<file path="src/rtl/button_debouncer_pkg.sv">
// Shared types and defaults for the pushbutton debouncer.
//   btn_state_t          : per-channel debounce state (2 bits)
//   DEFAULT_STABLE_TICKS : consecutive matching samples needed to commit a change
//                          (about 10 ms at the 195 kHz sample strobe)
package debounce_pkg;

  typedef enum logic [1:0] {
    RELEASED     = 2'd0,
    PRESS_PEND   = 2'd1,
    PRESSED      = 2'd2,
    RELEASE_PEND = 2'd3
  } btn_state_t;

  localparam int DEFAULT_STABLE_TICKS = 2048;

endpackage

</file>
<file path="src/rtl/button_debouncer_if.sv">
// Button bus between the board-level control logic and the debouncer.
//   tick_en     : sample strobe from the clock divider, one clk wide
//   btn_raw     : raw asynchronous button inputs, active high
//   btn_level   : debounced level
//   btn_press   : one-clk pulse on a committed 0->1 change
//   btn_release : one-clk pulse on a committed 1->0 change
// master = the side that supplies strobe/raw inputs; slave = the debouncer.
interface button_debouncer_if #(
  parameter int N_BTN = 5
);

  logic             tick_en;
  logic [N_BTN-1:0] btn_raw;
  logic [N_BTN-1:0] btn_level;
  logic [N_BTN-1:0] btn_press;
  logic [N_BTN-1:0] btn_release;

  modport master (
    output tick_en,
    output btn_raw,
    input  btn_level,
    input  btn_press,
    input  btn_release
  );

  modport slave (
    input  tick_en,
    input  btn_raw,
    output btn_level,
    output btn_press,
    output btn_release
  );

endinterface

</file>
<file path="src/rtl/button_debouncer_channel.sv">
// One debounce channel: 2-flop synchronizer, state machine, stability
// counter and registered press/release pulses.
//   clk, rst_n  : master clock, asynchronous active-low reset
//   tick_en     : sample enable; state and counter only move when high
//   btn_raw     : raw button input
//   btn_level   : debounced level
//   btn_press   : one-clk pulse when a press commits
//   btn_release : one-clk pulse when a release commits
//
// state        | meaning
// -------------+------------------------------------------------------
// RELEASED     | level 0, sample agrees
// PRESS_PEND   | level 0, counting consecutive 1 samples
// PRESSED      | level 1, sample agrees
// RELEASE_PEND | level 1, counting consecutive 0 samples
module debounce_channel
  import debounce_pkg::*;
#(
  parameter int  STABLE_TICKS = DEFAULT_STABLE_TICKS,
  localparam int CNT_W        = $clog2(STABLE_TICKS)
) (
  input  logic clk,
  input  logic rst_n,
  input  logic tick_en,
  input  logic btn_raw,
  output logic btn_level,
  output logic btn_press,
  output logic btn_release
);

  localparam logic [CNT_W-1:0] CNT_LAST = CNT_W'(STABLE_TICKS - 1);
  localparam logic [CNT_W-1:0] CNT_ONE  = CNT_W'(1);

  logic syncMeta;
  logic sample;

  btn_state_t       state, stateNext;
  logic [CNT_W-1:0] cnt, cntNext;
  logic             levelNext, pressNext, releaseNext;
  logic             cntLast;

  // Synchronizer runs every clk; only the FSM is gated by the strobe.
  always_ff @(posedge clk or negedge rst_n) begin
    if (!rst_n) begin
      syncMeta <= 1'b0;
      sample   <= 1'b0;
    end else begin
      syncMeta <= btn_raw;
      sample   <= syncMeta;
    end
  end

  always_ff @(posedge clk or negedge rst_n) begin
    if (!rst_n) begin
      state       <= RELEASED;
      cnt         <= '0;
      btn_level   <= 1'b0;
      btn_press   <= 1'b0;
      btn_release <= 1'b0;
    end else begin
      state       <= stateNext;
      cnt         <= cntNext;
      btn_level   <= levelNext;
      btn_press   <= pressNext;
      btn_release <= releaseNext;
    end
  end

  assign cntLast = (cnt == CNT_LAST);

  // Pulses default to 0 every clk so they last exactly one cycle even when
  // tick_en is held high.
  always_comb begin
    stateNext   = state;
    cntNext     = cnt;
    levelNext   = btn_level;
    pressNext   = 1'b0;
    releaseNext = 1'b0;
    if (tick_en) begin
      case (state)
        RELEASED: begin
          if (sample) begin
            stateNext = PRESS_PEND;
            cntNext   = CNT_ONE;
          end
        end
        PRESS_PEND: begin
          if (!sample) begin
            stateNext = RELEASED;
            cntNext   = '0;
          end else if (cntLast) begin
            stateNext = PRESSED;
            cntNext   = '0;
            levelNext = 1'b1;
            pressNext = 1'b1;
          end else begin
            cntNext = cnt + CNT_ONE;
          end
        end
        PRESSED: begin
          if (!sample) begin
            stateNext = RELEASE_PEND;
            cntNext   = CNT_ONE;
          end
        end
        RELEASE_PEND: begin
          if (sample) begin
            stateNext = PRESSED;
            cntNext   = '0;
          end else if (cntLast) begin
            stateNext   = RELEASED;
            cntNext     = '0;
            levelNext   = 1'b0;
            releaseNext = 1'b1;
          end else begin
            cntNext = cnt + CNT_ONE;
          end
        end
        default: begin
          stateNext = RELEASED;
          cntNext   = '0;
        end
      endcase
    end
  end

endmodule

</file>
<file path="src/rtl/button_debouncer.sv">
// Debounces N_BTN raw pushbuttons using the clock divider's sample strobe.
//   clk, rst_n : 100 MHz master clock, asynchronous active-low reset
//   bus        : button_debouncer_if slave (tick_en, btn_raw in;
//                btn_level, btn_press, btn_release out)
// Each button is an independent debounce_channel; this level only checks
// the parameters and fans the bus out.
module button_debouncer
  import debounce_pkg::*;
#(
  parameter int  N_BTN        = 5,
  parameter int  STABLE_TICKS = DEFAULT_STABLE_TICKS,
  localparam int CNT_W        = $clog2(STABLE_TICKS)
) (
  input  logic                clk,
  input  logic                rst_n,
  button_debouncer_if.slave   bus
);

  // A one-sample window would commit on the first sample and never filter.
  generate
    if (STABLE_TICKS < 2) begin : gBadStableTicks
      $error("button_debouncer: STABLE_TICKS must be >= 2 (got %0d)", STABLE_TICKS);
    end
    if (CNT_W < 1) begin : gBadCntW
      $error("button_debouncer: counter width must be >= 1");
    end
  endgenerate

  for (genvar i = 0; i < N_BTN; i++) begin : gChannel
    debounce_channel #(
      .STABLE_TICKS (STABLE_TICKS)
    ) uChannel (
      .clk         (clk),
      .rst_n       (rst_n),
      .tick_en     (bus.tick_en),
      .btn_raw     (bus.btn_raw[i]),
      .btn_level   (bus.btn_level[i]),
      .btn_press   (bus.btn_press[i]),
      .btn_release (bus.btn_release[i])
    );
  end

endmodule

</file>
<file path="src/flat_wrapper.sv">
// flat-port wrapper written by rule: the top's interface ports become plain ports
module button_debouncer_flat import debounce_pkg::*;
#(
  parameter int  N_BTN        = 5,
  parameter int  STABLE_TICKS = DEFAULT_STABLE_TICKS,
  localparam int CNT_W        = $clog2(STABLE_TICKS)
)
  (clk, rst_n, bus_tick_en, bus_btn_raw, bus_btn_level, bus_btn_press, bus_btn_release);
  button_debouncer_if #(.N_BTN(N_BTN)) bus_i ();
  input  logic clk;
  input  logic rst_n;
  input wire logic [$bits(bus_i.tick_en)-1:0] bus_tick_en;
  input wire logic [$bits(bus_i.btn_raw)-1:0] bus_btn_raw;
  output wire logic [$bits(bus_i.btn_level)-1:0] bus_btn_level;
  output wire logic [$bits(bus_i.btn_press)-1:0] bus_btn_press;
  output wire logic [$bits(bus_i.btn_release)-1:0] bus_btn_release;
  assign bus_i.tick_en = bus_tick_en;
  assign bus_i.btn_raw = bus_btn_raw;
  assign bus_btn_level = bus_i.btn_level;
  assign bus_btn_press = bus_i.btn_press;
  assign bus_btn_release = bus_i.btn_release;
  button_debouncer #(.N_BTN(N_BTN), .STABLE_TICKS(STABLE_TICKS)) u_core (.clk(clk), .rst_n(rst_n), .bus(bus_i));
endmodule
</file>
<file path="config.mk">
export PLATFORM = sky130hd
export DESIGN_NAME = button_debouncer_flat
export DESIGN_NICKNAME = d
export VERILOG_FILES = /design/src/rtl/button_debouncer_pkg.sv /design/src/rtl/button_debouncer_if.sv /design/src/rtl/button_debouncer_channel.sv /design/src/rtl/button_debouncer.sv /design/src/flat_wrapper.sv
export SDC_FILE = /design/constraint.sdc
export NUM_CORES = 1
export LEC_CHECK = 0
export BUFFER_PORTS_ARGS = -buffer_cell sky130_fd_sc_hd__clkbuf_2
export CAP_MARGIN = 20
export CORE_ASPECT_RATIO = 2
export CORE_MARGIN = 2
export CORE_UTILIZATION = 36
export CTS_CLUSTER_SIZE = 30
export DETAILED_ROUTE_END_ITERATION = 7
export GPL_ROUTABILITY_DRIVEN = 0
export PLACE_DENSITY = 0.62
export SETUP_SLACK_MARGIN = 0.3
export SLEW_MARGIN = 20
export SYNTH_ARGS = -nofsm -noshare
export SYNTH_HDL_FRONTEND = slang
export SYNTH_SLANG_ARGS = --single-unit
</file>
<file path="constraint.sdc">
create_clock -name clk -period 3.9 [get_ports clk]
set_clock_uncertainty 0.15 [all_clocks]
set_input_delay 0.39 -clock clk [delete_from_list [all_inputs] [get_ports clk]]
set_output_delay 0.39 -clock clk [all_outputs]
set_load 0.03 [all_outputs]
</file>
After elaboration in Yosys (flattened, before gate mapping)
Cells that the tools add are included.
{"block": "totals", "reg_bits": 90, "inputBits": 8, "elab_cells": 250}
{"block": "op_classes", "addsub": 5, "eq_ne": 60, "mux": 125, "reduce_logical": 25}
{"op": "two-way mux 11 bit", "count": 25}
{"op": "case mux 11 bit (4 select lines)", "count": 5}
{"op": "two-way mux 2 bit", "count": 30}
{"op": "!= test 2 bit, second input constant", "count": 30}
{"op": "adder 11 x 1 -> 11 bit, second input constant", "count": 5}
{"op": "== test 11 bit, second input constant", "count": 5}
{"op": "two-way mux 1 bit", "count": 55}
{"op": "case mux 2 bit (4 select lines)", "count": 5}
{"op": "!= test 3 bit, second input constant", "count": 10}
{"op": "AND reduction 6 bit", "count": 5}
{"op": "AND reduction 5 bit", "count": 5}
{"op": "== test 2 bit, second input constant", "count": 10}
{"op": "AND reduction 3 bit", "count": 5}
{"op": "== test 2 x 1 -> 1 bit, second input constant", "count": 5}
{"op": "zero test 2 bit", "count": 5}
{"op": "case mux 1 bit (2 select lines)", "count": 5}
{"op": "nonzero test 2 bit", "count": 5}

Depth between registers and ports, before layout
Gate-level depths: netlist (run 1).
{"block": "depth", "depth_word": 5, "depth_mapped": 7}

Modules after synthesis
A second synthesis (run 1) with hierarchy kept.
{"block": "hier_totals", "hier_cells": 467, "hier_area_um2": 4767.1}
{"module": "debounce_channel (u_core.gChannel[0].uChannel ...)", "instances": 3, "cells_each": 94, "area_each_um2": 957.2, "seq_area_each_um2": 450.4}
{"module": "debounce_channel (u_core.gChannel[3].uChannel)", "instances": 1, "cells_each": 92, "area_each_um2": 974.7, "seq_area_each_um2": 450.4}
{"module": "debounce_channel (u_core.gChannel[4].uChannel)", "instances": 1, "cells_each": 93, "area_each_um2": 920.9, "seq_area_each_um2": 450.4}

Worst setup path after synthesis (run 1)
OpenSTA, ideal clock, no wires.
{"block": "synth_timing", "path_kind": "register -> register", "from": "register u_core.gChannel[4].uChannel.cnt[0]", "to": "register u_core.gChannel[4].uChannel.cnt[7]", "setup_ps": 72, "arrival_time_ps": 1612, "t_required_ps": 3678, "setup_slack_ps": 2066, "path_stages_with_launch": 8, "n_path_buf": 2, "synth_period_minus_slack_ps": 1834, "path_cell_list": "dfrtp_1 -> ha_1 -> and3_1 -> buf_2 -> and3_1 -> buf_2 -> o311a_1 -> nor2_1"}
{"block": "synth_via", "elab_chain_len": 4}
{"item": "start: declaration", "line": "button_debouncer_channel.sv:38", "rtl": "logic [CNT_W-1:0] cnt, cntNext;"}
{"item": "start signal: assignment", "line": "button_debouncer_channel.sv:62", "rtl": "cnt <= cntNext;"}
{"item": "adder 11 x 1 -> 11 bit or == test 11 bit (tied branches)", "line": "button_debouncer_channel.sv:97, button_debouncer_channel.sv:116, button_debouncer_channel.sv:69"}
{"item": "two-way mux 11 bit *", "line": "button_debouncer_channel.sv:91, button_debouncer_channel.sv:110"}
{"item": "two-way mux 11 bit, on equally long branches", "line": "button_debouncer_channel.sv:107, button_debouncer_channel.sv:88"}
{"item": "case mux 11 bit (4 select lines) *", "line": "button_debouncer_channel.sv:80", "rtl": "case (state)"}
Every way passes the cells marked *; elsewhere a longest branch is shown, timed or not.
A chain may end at the register's enable or synchronous reset.

Worst setup path in the final report (run 1)
{"block": "layout_timing", "from": "register u_core.gChannel[3].uChannel.sample", "to": "register u_core.gChannel[3].uChannel.cnt[10]"}
{"block": "layout_via", "elab_chain_len": 2}
{"item": "start: declaration", "line": "button_debouncer_channel.sv:35", "rtl": "logic sample;"}
{"item": "start signal: assignment", "line": "button_debouncer_channel.sv:49", "rtl": "sample <= syncMeta;"}
{"item": "two-way mux 11 bit (tied with other cells)", "line": "button_debouncer_channel.sv:107", "rtl": "if (sample) begin"}
{"item": "case mux 11 bit (4 select lines) or AND reduction 3 bit (tied branches)"}
{"item": "end signal: assignment", "line": "button_debouncer_channel.sv:62"}
{"item": "end: declaration", "line": "button_debouncer_channel.sv:38"}
Several ways; a longest one is shown, not always the timed one.

==> results of run 1 <==
==> sequential cells by signal, summed over array words and instances, names as in the netlist, named ones only <==
name	count
u_core.gChannel.uChannel.btn_release	5
u_core.gChannel.uChannel.state	5
u_core.gChannel.uChannel.btn_level	5
u_core.gChannel.uChannel.cnt	55
u_core.gChannel.uChannel.sample	5
u_core.gChannel.uChannel.syncMeta	5
u_core.gChannel.uChannel.btn_press	5
==> critical path, stage by stage (launching register included) <==
cell and delay (ns):
dfrtp_1 0.43, xor2_1 0.74, o21ai_0 0.34, or3_1 0.39, a21oi_1 0.14
==> report_power, final <==
group          leakage (nW)  switching [mW]  internal [mW]
clock                 0.155           0.369          0.580
sequential             1.18          0.0728          0.984
combinational         0.961           0.119         0.0774
total                  2.29           0.561           1.64
==> per-layer routing <==
metal	vias up	part of all wire	GRT usage
met5	-	0	0
met4	0	0.022	0.0859
met3	16	0.022	0.0245
met2	69	0.57	0.289
met1	1817	0.38	0.166
li1	1734	-	-
==> cell usage in the layout (no fill, tap or decap), drive strengths merged, types with 3 or more instances in the layout <==
| cell type | instances |
|---|---|
| o31ai | 5 |
| mux2i | 7 |
| dlygate4sd3 | 4 |
| o21ai | 35 |
| nor2b | 4 |
| or4 | 3 |
| o2111ai | 5 |
| o311a | 3 |
| clkbuf | 31 |
| nor3 | 10 |
| nand4 | 11 |
| o21a | 4 |
| nor2 | 27 |
| xor2 | 16 |
| a22o | 5 |
| nand2b | 3 |
| nand2 | 39 |
| buf | 3 |
| nor3b | 3 |
| and4 | 12 |
| and2 | 7 |
| ha | 5 |
| and3 | 20 |
| a31oi | 14 |
| inv | 18 |
| nand3 | 16 |
| o211ai | 9 |
| dfrtp | 90 |
| nand3b | 4 |
| a21oi | 17 |
| or3 | 6 |
| nor4 | 4 |
| a32o | 5 |
==> kinds of logic after synthesis <==
logic type                 share of synthesized area
AOI/OAI and AO/OA                              0.185
xor gates and xnor gates                      0.0317
adders and majority gates                     0.0135
buffers and inverters                         0.0552
DFF                                            0.484
muxes                                         0.0199
and+or+nand+nor                                0.211
==> area by class of cell <==
class                           count  area (sq um)
Fill cell                        1264          7480
Sequential cell                    90          2250
Multi-Input combinational cell    327          2140
Clock buffer                       10           239
Tap cell                          150           188
Timing Repair Buffer               28           171
Clock inverter                      6          88.8
Inverter                           17          63.8
==> worst min-delay path by stage <==
stage               slack [ns]                                            from                                         endpoint
finish                   -0.06                                           rst_n  u_core.gChannel[2].uChannel.btn_press$_DFF_PN0_
global route             0.002                                  bus_btn_raw[4]   u_core.gChannel[4].uChannel.syncMeta$_DFF_PN0_
detailed placement        0.19  u_core.gChannel[0].uChannel.syncMeta$_DFF_PN0_     u_core.gChannel[0].uChannel.sample$_DFF_PN0_
global placement          0.19  u_core.gChannel[1].uChannel.syncMeta$_DFF_PN0_     u_core.gChannel[1].uChannel.sample$_DFF_PN0_
floorplan                -0.06                                           rst_n                                        async pin
CTS                      0.002                                  bus_btn_raw[4]   u_core.gChannel[4].uChannel.syncMeta$_DFF_PN0_
==> load_flow_metrics.sql, run 1 <==
INSERT INTO impl_metrics (metric_group, metric, value, unit) VALUES
('outcome', 'status', 'finished with violations', ''),
('outcome', 'failing_checks', 'hold timing', ''),
('yosys', 'yosysMostFrequentCell', 'dfrtp_1', ''),
('setup_path', 'regToRegEndpoint', 'u_core.gChannel[3].uChannel.cnt[10]$_DFFE_PN0P_', ''),
('timing', 'timing_max_transition_violations_final', '0', ''),
('timing', 'worstMarginPinSlew', '0.897', 'ns'),
('floorplanning', 'floorplan.die.height', '165', 'um'),
('setup_path', 'worstPathMaxFanout', '13', ''),
('grt', 'first_global_vias', '3807', ''),
('drt', 'routedWlPerCell', '16.0', 'um'),
('yosys', 'synth_top_cell_area_share', '0.484', ''),
('yosys', 'synth_top_area_cell', 'dfrtp_1', ''),
('place', 'post-place-ws', '1.45', 'ns'),
('place', 'placedInstanceArea', '4770', 'sq um'),
('yosys', 'syn_inst', '467', ''),
('yosys', 'yosysWarnings', '0', ''),
('clock_tree', 'ctsHoldBuffers', '4', ''),
('grt', 'antenna_found_initial', '0', ''),
('clock_tree', 'post_cts.resized_instances', '0', ''),
('clock_tree', 'post_cts.repair.setup_buffers', '0', ''),
('yosys', 'syn-mean-instance-area', '9.96', 'sq um'),
('setup_path', 'critPathLaunchType', 'flip-flop', ''),
('yosys', 'netlist_area', '4650', 'sq um'),
('layout', 'post-route-util', '0.407', ''),
('timing', 'max_clock_freq', '440', 'MHz'),
('floorplanning', 'placementRows', '58', ''),
('clock_tree', 'maximum_buffer_depth_of_the_clock_tree', '2', ''),
('layout', 'antenna_cells_inserted', '0', ''),
('power', 'worst_ir_drop_vdd', '0.237', 'mV'),
('floorplanning', 'placeableCoreArea', '12600', 'sq um'),
('timing', 'tns', '0', 'ns'),
('place', 'port_buffers', '22', ''),
('timing', 'slew_headroom', '0.400', ''),
('clock_tree', 'clk-insertion-delay-late', '0.34', 'ns'),
('timing', 'fin_worst_hold_slack', '-0.0633', 'ns'),
('layout', 'share_of_final_layout_standard_cells_stronger_than_drive_strength_1', '0.121', ''),
('timing', 'timing.final.hold_violations', '79', ''),
('floorplanning', 'floorplan.io_pins', '23', ''),
('floorplanning', 'floorplan.initialDensity', '0.368', ''),
('drt', 'num_vias', '3636', ''),
('setup_path', 'r2r_setup_slack', '1.63', 'ns'),
('drt', 'detailedRoute.firstPassIterationCount', '4', ''),
('place', 'hpwlAfterDp', '7.10', 'mm'),
('clock_tree', 'cts.htree.levels', '3', ''),
('layout', 'final_area', '5140', 'sq um'),
('timing', 'period_needed', '2.27', 'ns'),
('timing', 'period_share', '0.583', ''),
('yosys', 'synth.ff_latch_count', '90', ''),
('clock_tree', 'cts.sinks', '90', ''),
('clock_tree', 'worst_setup_hold_path_clk_slew', '0.06', 'ns'),
('drt', 'drt-vias-per-instance', '5.79', ''),
('flow_run', 'number_of_max_capacitance_violations_reported', '0', ''),
('setup_path', 'crit_end', 'u_core.gChannel[3].uChannel.cnt[10]$_DFFE_PN0P_', ''),
('yosys', 'synth_seq_area_share', '0.484', ''),
('grt', 'global_route_wire_length_before_repair', '17.6', 'mm'),
('clock_tree', 'ctsRootBufferMaster', 'clkbuf_16', ''),
('drt', 'drc_errors', '0', ''),
('clock_tree', 'tritoncts.num_buffers', '9', ''),
('clock_tree', 'cts_tree', 'yes', ''),
('setup_path', 'arrival', '2.39', 'ns'),
('floorplanning', 'die_w', '84.4', 'um'),
('power', 'p_leak', '2.29', 'nW'),
('timing', 'setup_ws', '1.63', 'ns'),
('layout', 'finish.cell_count_without_fillers', '628', ''),
('layout', 'num-nets-final', '486', ''),
('yosys', 'synth_cell_type_count', '66', ''),
('timing', 'setup_viol', '0', ''),
('drt', 'ant_nets', '0', ''),
('grt', 'grt_start_max_net_pins', '81', ''),
('yosys', 'top_flip_flop_cell_by_instance_count_after_synthesis', 'dfrtp_1', ''),
('grt', 'grt.overflow.total', '0', '');
(Power assumes the default switching activity.)
==> inputs of run 2 (changes only) <==
ABC_AREA = 1   (was not set)
clock period = 2.2 ns   (was 3.9 ns; I/O delays follow)
==> load_flow_metrics.sql, run 2 <==
INSERT INTO impl_metrics (metric_group, metric, value, unit) VALUES
('outcome', 'status', 'complete, no violations', ''),
('setup_path', 'arrival', '1.75', 'ns'),
('drt', 'drt_iter0_drc', '132', ''),
('clock_tree', 'ctsRootBufferMaster', 'clkbuf_16', ''),
('drt', 'drt-vias-per-instance', '4.63', ''),
('power', 'p_leak', '2.59', 'nW'),
('place', 'dp_cells', '755', ''),
('worst_hold_path', 'holdCritStartpoint', 'u_core.gChannel[1].uChannel.syncMeta$_DFF_PN0_', ''),
('place', 'port_buffers', '22', ''),
('setup_path', 'critical_path.cell_chain', 'ha_1 -> nand3_2 -> nor2_2 -> nand4_4 -> nand2_1 -> nand2_1 -> inv_1 -> nor2_1', ''),
('yosys', 'synth_top_area_cell', 'dfrtp_1', ''),
('layout', 'share_of_final_layout_standard_cells_stronger_than_drive_strength_1', '0.128', ''),
('setup_path', 'r2r_setup_slack', '0.52', 'ns'),
('timing', 'max_clock_freq', '594', 'MHz'),
('clock_tree', 'cts_tree', 'yes', ''),
('drt', 'finalWirelength', '8.39', 'mm'),
('setup_path', 'critical_path_buf_inv_count', '1', ''),
('yosys', 'synth.ff_latch_count', '90', ''),
('setup_path', 'worstPathMaxFanout', '6', ''),
('grt', 'global_route_wire_length_before_repair', '15.5', 'mm'),
('setup_path', 'worstSetupPathType', 'flip-flop to flip-flop', ''),
('yosys', 'yosysMostFrequentCell', 'nand2_1', ''),
('setup_path', 'crit_path_frequent_cell', 'nand2_1', ''),
('layout', 'antenna_cells_inserted', '0', ''),
('place', 'hpwlAfterDp', '6.12', 'mm'),
('yosys', 'syn_inst', '597', ''),
('clock_tree', 'cts.sinks', '90', ''),
('timing', 'setup_viol', '0', ''),
('layout', 'largest_register_ff_count', '55', ''),
('grt', 'grt.overflow.total', '0', ''),
('floorplanning', 'placeableCoreArea', '12800', 'sq um'),
('grt', 'grt_start_max_net_pins', '59', ''),
('timing', 'timing_max_transition_violations_final', '0', ''),
('yosys', 'synth_async_sr_flop_share', '1.00', ''),
('layout', 'flow.area_growth_from_synthesis', '11.4', '%'),
('timing', 'rsz0062_at_grt', 'no', ''),
('floorplanning', 'floorplan.die.height', '165', 'um'),
('setup_path', 'worst_path_max_delay_cell', 'dfrtp_1', ''),
('floorplanning', 'die_w', '84.6', 'um'),
('setup_path', 'regToRegEndpoint', 'u_core.gChannel[4].uChannel.cnt[0]$_DFFE_PN0P_', ''),
('drt', 'ant_nets', '0', ''),
('layout', 'post-route-util', '0.406', ''),
('grt', 'track_usage', '0.134', ''),
('setup_path', 'timing.critical_path.required', '2.27', 'ns'),
('layout', 'final_common_cell', 'nand2_1', ''),
('yosys', 'netlist_area', '4680', 'sq um'),
('yosys', 'synth_top_cell_area_share', '0.481', ''),
('setup_path', 'critical_path.reg2reg.startpoint', 'u_core.gChannel[4].uChannel.cnt[0]$_DFFE_PN0P_', ''),
('setup_path', 'end_kind', 'flip-flop', ''),
('worst_hold_path', 'hold_class', 'flip-flop to flip-flop', ''),
('worst_hold_path', 'hold-path-endpoint', 'u_core.gChannel[1].uChannel.sample$_DFF_PN0_', ''),
('worst_hold_path', 'whs_path_cells', '0', ''),
('clock_tree', 'cts.htree.levels', '3', ''),
('drt', 'drc_errors', '0', ''),
('yosys', 'synth_common_cells', '161 x nand2_1, 90 x dfrtp_1, 88 x nor2_1, 78 x inv_1, 29 x nand3_1', ''),
('timing', 'slew_headroom', '0.713', ''),
('yosys', 'yosys-top-cells-area', 'dfrtp_1 48%, nand2_1 13%, nor2_1 7.1%', ''),
('yosys', 'synth_seq_area_share', '0.481', ''),
('timing', 'timing.final.hold_violations', '0', ''),
('setup_path', 'critPathMaxStageDelay', '0.40', 'ns'),
('timing', 'period_share', '0.765', ''),
('grt', 'first_global_vias', '3599', ''),
('drt', 'routedWlPerCell', '10.8', 'um'),
('drt', 'num_vias', '3586', ''),
('clock_tree', 'tritoncts.num_buffers', '9', ''),
('clock_tree', 'maximum_buffer_depth_of_the_clock_tree', '2', ''),
('timing', 'fin_worst_hold_slack', '0.199', 'ns'),
('floorplanning', 'placementRows', '59', ''),
('yosys', 'top_flip_flop_cell_by_instance_count_after_synthesis', 'dfrtp_1', ''),
('drt', 'detailedRoute.firstPassIterationCount', '4', ''),
('layout', 'finish.cell_count_without_fillers', '775', ''),
('yosys', 'synth_enable_flop_cells', '0', ''),
('floorplanning', 'die-area', '14000', 'sq um'),
('clock_tree', 'post_cts.repair.setup_buffers', '0', ''),
('power', 'worst_ir_drop_vdd', '0.657', 'mV'),
('setup_path', 'worst-r2r-cell-count', '8', ''),
('timing', 'tns', '0', 'ns'),
('yosys', 'syn-mean-instance-area', '7.84', 'sq um'),
('yosys', 'yosysWarnings', '0', ''),
('layout', 'final_cell_mix', '160 x nand2_1, 90 x dfrtp_1, 88 x nor2_1, 78 x inv_1, 29 x nand3_1', ''),
('flow_run', 'number_of_max_capacitance_violations_reported', '0', ''),
('yosys', 'synth.net_count', '610', ''),
('clock_tree', 'worst_setup_hold_path_clk_slew', '0.06', 'ns'),
('timing', 'worstMarginPinSlew', '0.431', 'ns'),
('power', 'power_per_cell_area', '910', 'nW/um^2'),
('timing', 'period_needed', '1.68', 'ns'),
('grt', 'antenna_found_initial', '0', ''),
('layout', 'register_ranked_first_by_flip_flop_count', 'u_core.gChannel.uChannel.cnt', ''),
('floorplanning', 'floorplan.initialDensity', '0.365', ''),
('clock_tree', 'clk-insertion-delay-late', '0.34', 'ns'),
('setup_path', 'critPathLaunchType', 'flip-flop', ''),
('floorplanning', 'floorplan.io_pins', '23', ''),
('setup_path', 'path_delay_family', 'simple AND/OR/NAND/NOR gates', ''),
('yosys', 'synth_cell_type_count', '34', ''),
('layout', 'num-nets-final', '633', '');
## run 2: cell count changes in the layout (fill, tap and decap cells not counted), moves of 9 or more
cell	change
a31oi_1	-12
and3_1	-18
and4_1	-10
inv_1	+61
nand2_1	+124
nand3_1	+13
nor2_1	+61
nor2_2	+13
o211ai_1	-9
o21ai_0	-14
## run 2: layer usage
metal	track usage	routed length (um)
met5	0	0
met4	0.0440	123
met1	0.174	4180
met2	0.220	3790
met3	0.0308	291
## run 2: area by class of cell
| class | count | area [sq um] |
|---|---|---|
| Sequential cell | 90 | 2250 |
| Timing Repair Buffer | 30 | 200 |
| Clock buffer | 11 | 233 |
| Multi-Input combinational cell | 403 | 1970 |
| Inverter | 86 | 328 |
| Fill cell | 1308 | 7630 |
| Tap cell | 152 | 190 |
| Clock inverter | 3 | 42.5 |
## run 2: how the worst max path moves through the flow
stage	slack, ns	end	cells after the start	startpoint
detailed placement	0.44	u_core.gChannel[4].uChannel.cnt[0]$_DFFE_PN0P_	8	flip-flop
global route	0.32	flip-flop	8	u_core.gChannel[0].uChannel.cnt[1]$_DFFE_PN0P_
finish	0.52	u_core.gChannel[4].uChannel.cnt[0]$_DFFE_PN0P_	8	u_core.gChannel[4].uChannel.cnt[0]$_DFFE_PN0P_
CTS	0.42	u_core.gChannel[4].uChannel.cnt[0]$_DFFE_PN0P_	8	flip-flop
global placement	0.50	u_core.gChannel[4].uChannel.cnt[5]$_DFFE_PN0P_	10	flip-flop
floorplan	0.71	u_core.gChannel[4].uChannel.cnt[0]$_DFFE_PN0P_	8	u_core.gChannel[4].uChannel.cnt[0]$_DFFE_PN0P_
## run 2: timing repair
item                                    CTS  global route
hold buffers                              6             0
endpoints found under the hold margin    37             0
resized for setup                         0             1
endpoints found under the setup margin    0             4
## run 2: through the flow
stage          power [mW]  setup WS, ns  instance area, sq um
6_report             4.75         0.517                  5220
3_5_place_dp         3.32         0.438                  4880
5_1_grt              5.11         0.321                  5220
3_3_place_gp         3.29         0.499                  4880
2_1_floorplan        3.02         0.713                  4680
4_1_cts              4.81         0.417                  5210
## run 2: cell families (layout without fill, tap and decap cells)
logic type,after synthesis,count (layout),share of synthesized area
adders and majority gates,5,5,0.0134
DFF,90,90,0.481
and+or+nand+nor,326,326,0.311
xor gates and xnor gates,14,14,0.0262
buffers and inverters,104,130,0.0989
AOI/OAI and AO/OA,58,58,0.0692
## run 2: power breakdown
group / internal, mW / leakage, nW / switching, mW
Combinational: 0.393 / 1.27 / 0.815
Clock: 0.866 / 0.131 / 0.590
Sequential: 1.87 / 1.19 / 0.208
